$ cat config.mk
export PLATFORM = sky130hd
export DESIGN_NAME = ft2232h_tx_fifo
export DESIGN_NICKNAME = d
export VERILOG_FILES = /design/src/rtl/ft2232h_tx_fifo.sv
export SDC_FILE = /design/constraint.sdc
export NUM_CORES = 1
export LEC_CHECK = 0
export BUFFER_PORTS_ARGS = -buffer_cell sky130_fd_sc_hd__buf_2
export CORE_MARGIN = 1.5
export CORE_UTILIZATION = 55
export CTS_CLUSTER_DIAMETER = 50
export CTS_CLUSTER_SIZE = 25
export DETAILED_ROUTE_END_ITERATION = 10
export GPL_TIMING_DRIVEN = 1
export MAX_ROUTING_LAYER = met4
export PLACE_DENSITY = 0.72
export SETUP_SLACK_MARGIN = 0.1
export SYNTH_ARGS = -nofsm -noshare
export SYNTH_HDL_FRONTEND = slang
export SYNTH_SLANG_ARGS = --single-unit
export TNS_END_PERCENT = 20
$ cat constraint.sdc
create_clock -name clkout_i -period 3.9 [get_ports clkout_i]
set_input_delay 0 -clock clkout_i [delete_from_list [all_inputs] [get_ports clkout_i]]
set_output_delay 0 -clock clkout_i [all_outputs]
set_load 0.01 [all_outputs]
$ cat src/rtl/ft2232h_tx_fifo.sv
// +----------------------------------------------------------------------------+
// | Module   : ft2232h_tx_fifo                                                 |
// | Function : word FIFO plus LSB-first byte serializer driving FT2232H        |
// |            synchronous-FIFO TX (WR#/TXE#), clocked by the chip CLKOUT.     |
// |            Define FT_TX_STATS_EN to add tx_count_o / stall_count_o.        |
// | Revision : 1.0 - initial release                                           |
// +----------------------------------------------------------------------------+
`default_nettype none

module ft2232h_tx_fifo #(
  parameter int WORD_BYTES = 2,
  parameter int DEPTH      = 16
) (
  input  logic                      clkout_i,
  input  logic                      rst_n_i,
  input  logic [8*WORD_BYTES-1:0]   wdata_i,
  input  logic                      wvalid_i,
  output logic                      wready_o,
  output logic [$clog2(DEPTH):0]    level_o,
  input  logic                      txe_i,
  output logic                      wr_o,
  output logic [7:0]                data_o
`ifdef FT_TX_STATS_EN
  ,
  output logic [31:0]               tx_count_o,
  output logic [15:0]               stall_count_o
`endif
);

  localparam int c_addr_w = $clog2(DEPTH);
  localparam int c_word_w = 8 * WORD_BYTES;
  localparam int c_idx_w  = (WORD_BYTES > 1) ? $clog2(WORD_BYTES) : 1;
  localparam logic [c_addr_w:0]  c_full    = (c_addr_w + 1)'(DEPTH);
  localparam logic [c_addr_w:0]  c_lvl_one = (c_addr_w + 1)'(1);
  localparam logic [c_addr_w-1:0] c_ptr_one = c_addr_w'(1);
  localparam logic [c_idx_w-1:0] c_last    = c_idx_w'(WORD_BYTES - 1);
  localparam logic [c_idx_w-1:0] c_idx_one = c_idx_w'(1);

  typedef enum logic [0:0] {
    ST_IDLE = 1'b0,
    ST_SEND = 1'b1
  } state_t;

  generate
    if (WORD_BYTES < 1 || WORD_BYTES > 4) begin : g_bad_word_bytes
      $error("WORD_BYTES must be in 1..4");
    end
    if (DEPTH < 4 || DEPTH > 64 || (DEPTH & (DEPTH - 1)) != 0) begin : g_bad_depth
      $error("DEPTH must be a power of two in 4..64");
    end
  endgenerate

  logic [c_word_w-1:0] r_mem [DEPTH];
  logic [c_addr_w-1:0] r_wr_ptr;
  logic [c_addr_w-1:0] r_rd_ptr;
  logic [c_addr_w:0]   r_level;
  logic [c_word_w-1:0] r_word;
  logic [c_idx_w-1:0]  r_idx;
  state_t              r_state;

  state_t              w_state_nxt;
  logic [c_idx_w-1:0]  w_idx_nxt;
  logic                w_push;
  logic                w_pop;
  logic                w_empty;
  logic                w_xfer;
  logic [7:0]          w_bytes [WORD_BYTES];

  // All outputs decode registers only; txe_i/wvalid_i never reach a port.
  assign wready_o = (r_level != c_full);
  assign level_o  = r_level;
  assign wr_o     = (r_state != ST_SEND);
  assign w_empty  = (r_level == '0);
  assign w_push   = wvalid_i & wready_o;
  assign w_xfer   = (r_state == ST_SEND) & ~txe_i;

  generate
    for (genvar gi = 0; gi < WORD_BYTES; gi++) begin : g_bytes
      assign w_bytes[gi] = r_word[8*gi +: 8];
    end
  endgenerate

  assign data_o = w_bytes[r_idx];

  always_ff @(posedge clkout_i) begin
    if (w_push) begin
      r_mem[r_wr_ptr] <= wdata_i;
    end
  end

  always_ff @(posedge clkout_i or negedge rst_n_i) begin
    if (!rst_n_i) begin
      r_wr_ptr <= '0;
      r_rd_ptr <= '0;
      r_level  <= '0;
    end else begin
      if (w_push) r_wr_ptr <= r_wr_ptr + c_ptr_one;
      if (w_pop)  r_rd_ptr <= r_rd_ptr + c_ptr_one;
      unique case ({w_push, w_pop})
        2'b10:   r_level <= r_level + c_lvl_one;
        2'b01:   r_level <= r_level - c_lvl_one;
        default: r_level <= r_level;
      endcase
    end
  end

  // Serializer: the last byte of a word pops its successor on the same edge.
  always_comb begin
    w_state_nxt = r_state;
    w_idx_nxt   = r_idx;
    w_pop       = 1'b0;
    unique case (r_state)
      ST_IDLE: begin
        if (!w_empty) begin
          w_pop       = 1'b1;
          w_idx_nxt   = '0;
          w_state_nxt = ST_SEND;
        end
      end
      ST_SEND: begin
        if (w_xfer) begin
          if (r_idx != c_last) begin
            w_idx_nxt = r_idx + c_idx_one;
          end else if (!w_empty) begin
            w_pop     = 1'b1;
            w_idx_nxt = '0;
          end else begin
            w_idx_nxt   = '0;
            w_state_nxt = ST_IDLE;
          end
        end
      end
      default: begin
        w_idx_nxt   = '0;
        w_state_nxt = ST_IDLE;
      end
    endcase
  end

  always_ff @(posedge clkout_i or negedge rst_n_i) begin
    if (!rst_n_i) begin
      r_state <= ST_IDLE;
      r_idx   <= '0;
      r_word  <= '0;
    end else begin
      r_state <= w_state_nxt;
      r_idx   <= w_idx_nxt;
      if (w_pop) r_word <= r_mem[r_rd_ptr];
    end
  end

`ifdef FT_TX_STATS_EN
  logic [31:0] r_tx_count;
  logic [15:0] r_stall_count;

  always_ff @(posedge clkout_i or negedge rst_n_i) begin
    if (!rst_n_i) begin
      r_tx_count    <= '0;
      r_stall_count <= '0;
    end else begin
      if (w_xfer) r_tx_count <= r_tx_count + 32'd1;
      if ((r_state == ST_SEND) && txe_i && (r_stall_count != 16'hFFFF)) begin
        r_stall_count <= r_stall_count + 16'd1;
      end
    end
  end

  assign tx_count_o    = r_tx_count;
  assign stall_count_o = r_stall_count;
`else
  // Statistics counters are not built in this configuration.
`endif

endmodule

`default_nettype wire
==> flow_metrics.tcl <==
set metrics [dict create \
    via_per_inst 6.121 \
    finClkSkew_ns 0.01172 \
    drt_pass1_iterations 5 \
    p_leak_nw 4.364 \
    synth_top_cell_by_area "edfxtp_1" \
    clk_pin_slew_worst_paths_ns 0.08 \
    ys_types 35 \
    wl_per_cell_um 25.50 \
    dieArea_mm2 0.02157 \
    finalCriticalPeriod_ns 3.188 \
    synth-warning-count 0 \
    fin_area_mm2 0.01291 \
    worst_setup_path_start_kind "flip-flop" \
    overflow 0 \
    fmax_mhz 313.7 \
    fin_cells 908 \
    core.rowCount 52 \
    die-width_um 146.9 \
    place_area_mm2 0.01192 \
    hold_class "in -> async" \
    rsz0062_at_grt "false" \
    tightest_slew_ns 1.062 \
    synth_area_mm2 0.01138 \
    syn_avg_cell_area_um2 20.33 \
    grt_max_degree 52 \
    cts_tree "built" \
    drive_above_1_share_pct 29.20 \
    area.growth.synth_to_final_pct 13.41 \
    synth.area.top_cells "edfxtp_1 (68%), mux4_2 (13%), dfrtp_1 (6.8%), mux2i_1 (1.4%), a211o_1 (1.2%)" \
    crit_path_end_kind "flip-flop" \
    synth_cells 560 \
    grt.total_usage_pct 23.07 \
    slew_violations 0 \
    clk_path_buf_depth 3 \
    dieHeight_um 146.9 \
    setup_violations 0 \
    synth-seq-cells 287 \
    mostFrequentLayoutCell "edfxtp_1" \
    gp_congestion 0.9009 \
    drcViolationCount 0 \
    crit_arrival_ns 3.58 \
    p_per_area_mw_per_mm2 708.4 \
    drt-initial-drc-count 501 \
    path_max_fanout 10 \
    final_nets 650 \
    start_util_pct 56.25 \
    antenna_found_initial 1 \
    drt-total-wl_mm 23.15 \
    synth_fp_nets 588 \
    setup-tns-final_ns 0 \
    cts_setup_buffers 0 \
    total_power_mw 9.145 \
    grt_pass1_vias 5856 \
    status "finished, final reports clean" \
    dpl.hpwl_mm 13.17 \
    utilization_pct 63.80 \
    numCtsBuffers 23 \
    fin_crit_sh_pct 81.73 \
    yosysSeqAreaShare_pct 74.35 \
    yosys.area.top_type_share_pct 67.54 \
    drv_cap 0 \
    pin_count 35 \
    clock-sinks 287 \
    rrSetupSlack_ns 0.71 \
    h-tree-depth 1 \
    grt_pass1_wl_mm 35.35 \
    peakVddDrop_uv 481.2 \
    insertion_delay_ns 0.51 \
    dp_cells 848 \
    vias 5558 \
    ant_nets 0 \
    required_ns 4.29 \
    mostFrequentLayoutCells "edfxtp_1 (256), mux4_2 (64), buf_2 (34), dfrtp_1 (28), clkbuf_16 (23)" \
    timing_hold_violations_final 0 \
    critical_path_class "reg -> reg" \
    slew_headroom_pct 29.13 \
    cts_root_buf "clkbuf_16" \
    io_buffers 34 \
    core_area_mm2 0.02023 \
]
[power breakdown]
group	total [mW]	internal (mW)	leakage, nW	switching (mW)
Sequential	4.17	3.78	2.68	0.393
Combinational	2.56	1.27	1.29	1.29
Clock	2.41	1.32	0.388	1.10
Total	9.15	6.37	4.36	2.77
[registers in the layout, summed over array words and instances, names as in the netlist]
signal    flops
r_mem       256
r_idx         1
r_rd_ptr      4
level_o       5
r_state       1
r_word       16
r_wr_ptr      4
[area by class of cell]
type | instances | area [um2]
fillers | 1382 | 7326
multi-input cells | 234 | 2753
inverters | 5 | 18.77
clock buffers | 24 | 579.3
repair buffers | 71 | 533.0
flip-flops and latches | 287 | 8469
clock inverters | 16 | 215.2
diodes | 1 | 2.502
well taps | 270 | 337.8
[critical path, stage by stage (launching register included)]
cell	delay, ns
dfrtp_1	0.53
nor4_1	0.10
a21boi_1	0.59
inv_1	0.15
ha_1	0.36
xor2_1	0.19
ha_1	0.26
or3b_2	0.45
a21oi_1	0.14
o21ai_0	0.14
xnor2_1	0.15
[cell families after synthesis]
group | share of synthesized area, %
DFF | 74.35
muxes | 14.96
and+or+nand+nor | 2.957
AOI/OAI and AO/OA | 3.946
buffers and inverters | 1.902
xor gates and xnor gates | 1.000
adders and majority gates | 0.8794
[worst paths after layout]
check	endpoint	cells after the start	from
max	level_o[4]$_DFFE_PN0P_	10	level_o[2]$_DFFE_PN0P_
min	r_word[0]$_DFFE_PN0N_	2	rst_n_i
max reg2reg	level_o[4]$_DFFE_PN0P_	10	level_o[2]$_DFFE_PN0P_
min reg2reg	r_word[2]$_DFFE_PN0N_	1	r_word[2]$_DFFE_PN0N_
max in group asynchronous	r_rd_ptr[0]$_DFFE_PN0N_	2	rst_n_i
min in group clkout_i	r_mem[0][9]$_DFFE_PP_	2	wdata_i[9]
[layer usage]
layer / part of all wire [%] / vias up / GRT usage [%]
met3: 6.6 / 55 / 3.447
met5: 0 / - / -
met4: 3.7 / 0 / 8.030
met1: 41 / 2895 / 31.12
li1: - / 2397 / -
met2: 49 / 211 / 36.56
[Yosys cell counts]
cell,count
or4_4,1
xnor2_1,8
nand2_1,14
a31oi_1,1
clkbuf_1,11
buf_2,8
nand3b_1,1
mux4_2,64
o2bb2ai_4,1
buf_1,5
xor2_1,5
dfrtp_1,31
buf_4,4
a22o_1,16
nor4_1,1
or3b_2,1
nor2_1,15
o21ai_0,4
nor2b_1,17
nand4bb_1,1
a21oi_1,20
buf_6,6
ha_1,8
nand3_1,1
a22oi_1,1
a21boi_1,1
mux2i_1,16
edfxtp_1,256
mux2_2,9
inv_1,5
and3b_1,1
nand4_1,2
nand2b_1,4
nor3_1,5
a211o_1,16
[stage by stage]
step	hold slack, ns	worst slack [ns]
5_1_grt	0.1800	0.4775
6_report	0.1041	0.7125
3_5_place_dp	0.1214	0.7302
4_1_cts	0.1120	0.7013
2_1_floorplan	-0.2956	0.7794
3_3_place_gp	0.1142	0.9301
[timing repair]
action | 4_1_cts | 5_1_grt
endpoints found under the hold margin | 290 | 0
hold buffers | 19 | 0
resized for setup | 0 | 0
Power figures use the tool's default switching activity.
